[src/rtl/button_debounce.sv]
// ----------------------------------------------------------------------------
// button_debounce
//   Conditions a raw active-low pushbutton for the button-driven FSMs.
//   The button is synchronised to clk, contact bounce is rejected, and the
//   block emits a clean pressed level plus one-cycle press, release and
//   long-press pulses. press_pulse can drive a downstream "go" input directly.
//
// Ports:
//   clk           in   system clock (12 MHz)
//   rst_btn       in   asynchronous active-low reset
//   btn_in        in   raw pushbutton, 0 = pressed, asynchronous to clk
//   btn_level     out  debounced state, 1 = pressed
//   press_pulse   out  one-cycle pulse on an accepted press
//   release_pulse out  one-cycle pulse on an accepted release
//   long_press    out  one-cycle pulse after a long hold, once per press
// ----------------------------------------------------------------------------
module button_debounce #(
  parameter int unsigned DEBOUNCE_CYCLES   = 120000,
  parameter int unsigned LONG_PRESS_CYCLES = 12000000,
  parameter int unsigned CNT_WIDTH         = 24
) (
  input  logic clk,
  input  logic rst_btn,
  input  logic btn_in,
  output logic btn_level,
  output logic press_pulse,
  output logic release_pulse,
  output logic long_press
);

  localparam logic [CNT_WIDTH-1:0] DEB_MAX  = CNT_WIDTH'(DEBOUNCE_CYCLES);
  localparam logic [CNT_WIDTH-1:0] HOLD_MAX = CNT_WIDTH'(LONG_PRESS_CYCLES);
  localparam logic [CNT_WIDTH-1:0] HOLD_PRE = CNT_WIDTH'(LONG_PRESS_CYCLES - 1);
  localparam logic [CNT_WIDTH-1:0] CNT_ONE  = CNT_WIDTH'(1);
  localparam logic [CNT_WIDTH-1:0] CNT_ZERO = '0;

  typedef enum logic [1:0] {
    IDLE         = 2'd0,
    PRESS_WAIT   = 2'd1,
    PRESSED      = 2'd2,
    RELEASE_WAIT = 2'd3
  } state_t;

  logic                 r_sync1;
  logic                 r_sync2;
  logic                 w_sync_in;
  state_t               r_state;
  logic [CNT_WIDTH-1:0] r_deb_cnt;
  logic [CNT_WIDTH-1:0] r_hold_cnt;

  // Two-flop synchroniser; resets to the released level (1).
  always_ff @(posedge clk or negedge rst_btn) begin
    if (!rst_btn) begin
      r_sync1 <= 1'b1;
      r_sync2 <= 1'b1;
    end else begin
      r_sync1 <= btn_in;
      r_sync2 <= r_sync1;
    end
  end

  // Invert so that 1 means pressed from here on.
  assign w_sync_in = ~r_sync2;

  // Debounce / hold-timer state machine with registered outputs.
  always_ff @(posedge clk or negedge rst_btn) begin
    if (!rst_btn) begin
      r_state       <= IDLE;
      r_deb_cnt     <= CNT_ZERO;
      r_hold_cnt    <= CNT_ZERO;
      btn_level     <= 1'b0;
      press_pulse   <= 1'b0;
      release_pulse <= 1'b0;
      long_press    <= 1'b0;
    end else begin
      press_pulse   <= 1'b0;
      release_pulse <= 1'b0;
      long_press    <= 1'b0;

      case (r_state)
        IDLE: begin
          if (w_sync_in) begin
            r_state   <= PRESS_WAIT;
            r_deb_cnt <= CNT_ONE;
          end
        end

        PRESS_WAIT: begin
          if (!w_sync_in) begin
            r_state   <= IDLE;
            r_deb_cnt <= CNT_ZERO;
          end else if (r_deb_cnt == DEB_MAX) begin
            r_state     <= PRESSED;
            r_deb_cnt   <= CNT_ZERO;
            r_hold_cnt  <= CNT_ZERO;
            btn_level   <= 1'b1;
            press_pulse <= 1'b1;
          end else begin
            r_deb_cnt <= r_deb_cnt + CNT_ONE;
          end
        end

        PRESSED: begin
          // Saturating hold timer; the pulse fires only on the final step,
          // so a saturated counter never re-fires within one press.
          if (r_hold_cnt != HOLD_MAX) begin
            r_hold_cnt <= r_hold_cnt + CNT_ONE;
            if (r_hold_cnt == HOLD_PRE) begin
              long_press <= 1'b1;
            end
          end
          if (!w_sync_in) begin
            r_state   <= RELEASE_WAIT;
            r_deb_cnt <= CNT_ONE;
          end
        end

        RELEASE_WAIT: begin
          // Hold timer is frozen while a release is being qualified.
          if (w_sync_in) begin
            r_state   <= PRESSED;
            r_deb_cnt <= CNT_ZERO;
          end else if (r_deb_cnt == DEB_MAX) begin
            r_state       <= IDLE;
            r_deb_cnt     <= CNT_ZERO;
            r_hold_cnt    <= CNT_ZERO;
            btn_level     <= 1'b0;
            release_pulse <= 1'b1;
          end else begin
            r_deb_cnt <= r_deb_cnt + CNT_ONE;
          end
        end

        default: begin
          r_state   <= IDLE;
          r_deb_cnt <= CNT_ZERO;
        end
      endcase
    end
  end

endmodule
[config.mk]
export PLATFORM = sky130hd
export DESIGN_NAME = button_debounce
export DESIGN_NICKNAME = d
export VERILOG_FILES = /design/src/rtl/button_debounce.sv
export SDC_FILE = /design/constraint.sdc
export NUM_CORES = 1
export LEC_CHECK = 0
export CAP_MARGIN = 20
export CORE_MARGIN = 2
export CORE_UTILIZATION = 40
export DETAILED_ROUTE_END_ITERATION = 6
export PLACE_DENSITY = 0.57
export SLEW_MARGIN = 20
export SYNTH_ARGS = -nofsm -noshare
export SYNTH_HDL_FRONTEND = slang
export SYNTH_SLANG_ARGS = --single-unit
[constraint.sdc]
create_clock -name clk -period 2.3 [get_ports clk]
set_clock_uncertainty 0.2 [all_clocks]
set_input_delay 0.46 -clock clk [delete_from_list [all_inputs] [get_ports clk]]
set_output_delay 0.46 -clock clk [all_outputs]
set_load 0.1 [all_outputs]
==> flow_summary.toml <==
[run_status]
run_status = "finished with violations"
violations = "setup timing"

[sta]
hold_slack_ps = 163
finalCritPeriodShare_pct = 101
slew_violations = 0
setup-violations-final = 5
setup_ws_ps = -16.6
max_clock_freq_ghz = 0.432
rsz0062_at_grt = "true"
hold_viol_final = 0
tightest_slew_ps = 598
fin_crit_ps = 2320
maxSlewHeadroom_pct = 60.1
fin_tns_setup_ps = -37.1

[power_and_ir_drop]
p_per_area_nw_per_um2 = 456
swShare_pct = 26.0
p_leak_nw = 1.58
pwr-share-comb_pct = 7.0
p_seq_share_pct = 60.1
vdd_drop_max_v = 0.000236
internal-power_mw = 1.27
power_switching_mw = 0.445
p_total_mw = 1.71
clock_power_share_pct = 32.8

[clock_network]
clock_sink_count = 56
clkTransAtPathRegs_ps = 110
htree_levels = 2
insertion_delay_ps = 320
cts_tree = "yes"
cts_buffers = 5
cts_root_buf = "clkbuf_8"
cts_max_path_buffers = 2

[synth]
async_flop_share_pct = 100
yosysWarnings = 0
synth.top_cell.area_share_pct = 43.4
ys_types = 52
syn_area_per_cell_um2 = 9.22
ys.flop_type = "dfrtp_1"
yosys.area.top_type = "dfrtp_1"
synth_area_um2 = 3120
synthTopCellsByArea = "dfrtp_1 (43%), a21oi_1 (4.2%), xor2_1 (3.7%)"
synth_edf_count = 0
postSynthCellCount = 338
synth_seq_cells = 56
postSynthNetCount = 345
synth_seq_area_share_pct = 45.1

[floorplan]
start_util_pct = 40.7
fp.coreArea_um2 = 7650
ios = 7
rows = 32
die_height_um = 92.3
dieArea_um2 = 8510
dieWidth_um = 92.3

[layout]
final-seq-area_um2 = 1410
final_common_cell = "dfrtp_1"
n_fill_cell = 731
syn2layout_area_growth_pct = 20.7
finish.utilization_pct = 49.2
multi_input_area_um2 = 1650
layout-drive-gt1-share_pct = 21.1
antennaDiodeCount = 0
final_nets = 385
mostFrequentLayoutCells = "dfrtp_1 (52), buf_4 (38), nand2_1 (24)"

[global_routing]
grt_util_all_layers_pct = 19.0
grt_max_degree = 29
grt_pass1_vias = 2734
grt_pass1_wl_mm = 13.2
antenna_found_initial = 0
grt_overflow = 0

[drt]
drc = 0
wl_per_cell_um = 15.6
first_pass_iters = 4
via_per_inst = 5.74
vias = 2763
drt_iter0_markers = 121
detail-route-antenna-nets = 0
drt_wl_total_mm = 7.52

[setup_path]
ff2ff_path_depth = 6
cp.required_ps = 2310
path_class = "reg -> reg"
slowest_delay_ps = 560
critPathMostFrequentCell = "or4b_4"
path_max_fanout = 7
crit_path_start_kind = "flip-flop"
critPathArrivalTime_ps = 2330
slowest_stage = "or4b_4"
r2r_slack_ps = -20
endpoint_kind = "flip-flop"
crit_chain = "or4b_4 > or4b_4 > nor3_4 > buf_12 > clkbuf_16 > nor2_1"

[placement]
dpl_worst_slack_ps = 8.98
finalWeightedCongestion = 0.844
hpwlAfterDp_mm = 5.33
port_buffers = 6

[hold_path]
holdPathStages = 0
hp-class = "reg -> reg"

[flow_run]
drv_cap = 0
==> power groups by stage <==
| stage | clock network (mW) | registers, mW | logic [mW] |
|---|---|---|---|
| after floorplan | 0 | 1.04 | 0.0598 |
| after global placement | 0 | 1.05 | 0.111 |
| after detailed placement | 0 | 1.05 | 0.114 |
| after CTS | 0.588 | 1.03 | 0.116 |
| after global routing | 0.622 | 1.04 | 0.138 |
| final | 0.563 | 1.03 | 0.120 |
==> final timing paths <==
check                             startpoint              to
max in group asynchronous            rst_btn    r_deb_cnt[8]
worst max register to register  r_deb_cnt[4]   r_hold_cnt[8]
worst max-delay path            r_deb_cnt[4]   r_hold_cnt[8]
worst min-delay path                 r_sync1         r_sync2
worst min register to register       r_sync1         r_sync2
min in group asynchronous            rst_btn  r_hold_cnt[13]
==> synthesized netlist by cell type, types with 8 or more instances <==
cell and instances:
a21oi_1 26, and4_1 8, clkbuf_1 8, dfrtp_1 54, inv_1 17, nand2_1 24, nand3_1 13, nand4_1 15
nor2_1 24, nor3_1 8, o21ai_0 20, or3_1 13, xor2_1 13
==> cells by family after synthesis <==
family                   Yosys count  synth area share, %
AO/OA/AOI/OAI                     88                 17.7
XOR/XNOR                          16                 4.50
adder cells (fa/ha/maj)            4                 1.61
buffers and inverters             31                 4.46
flip-flops                        56                 45.1
AND/OR/NAND/NOR                  143                 26.7
==> final cells by class <==
class	instances	share of cell area, %
well taps	102	3.39
multi-input cells	251	43.9
repair buffers	47	11.1
flip-flops and latches	56	37.4
clock buffers	5	1.83
inverters	17	1.70
clock inverters	3	0.632
==> worst max-delay path, delay by kind of cell, from the launching register on <==
kind,cells,cell delay [ps]
buffers and inverters,2,290
DFF,1,390
and+or+nand+nor,4,1320
==> state kept, by name, summed over array words and instances, names as in the netlist, named ones only <==
register       count
release_pulse      1
r_hold_cnt        24
r_state            1
btn_level          1
r_sync1            1
long_press         1
r_deb_cnt         24
r_sync2            1
press_pulse        1
==> through the flow <==
step | cell area, µm² | instances
6_report | 3760 | 481
5_1_grt | 3760 | 481
4_1_cts | 3620 | 478
3_5_place_dp | 3520 | 469
2_1_floorplan | 3120 | 338
3_3_place_gp | 3520 | 469
==> timing repair <==
action	in CTS	in global routing
pin swaps	0	5
gates cloned	0	1
gates resized for setup	1	25
setup endpoints to repair	5	37
hold endpoints to repair	15	0
hold buffers	1	0
setup buffers	0	2
==> per-layer routing <==
metal | share of wire [%] | global-route usage (%) | routed length [µm]
met1 | 46 | 24.3 | 3430
met2 | 51 | 33.3 | 3800
met3 | 2.6 | 2.71 | 197
met4 | 1.3 | 5.60 | 99
met5 | 0 | 0 | 0
No activity file was read; power rests on OpenSTA's default activity.
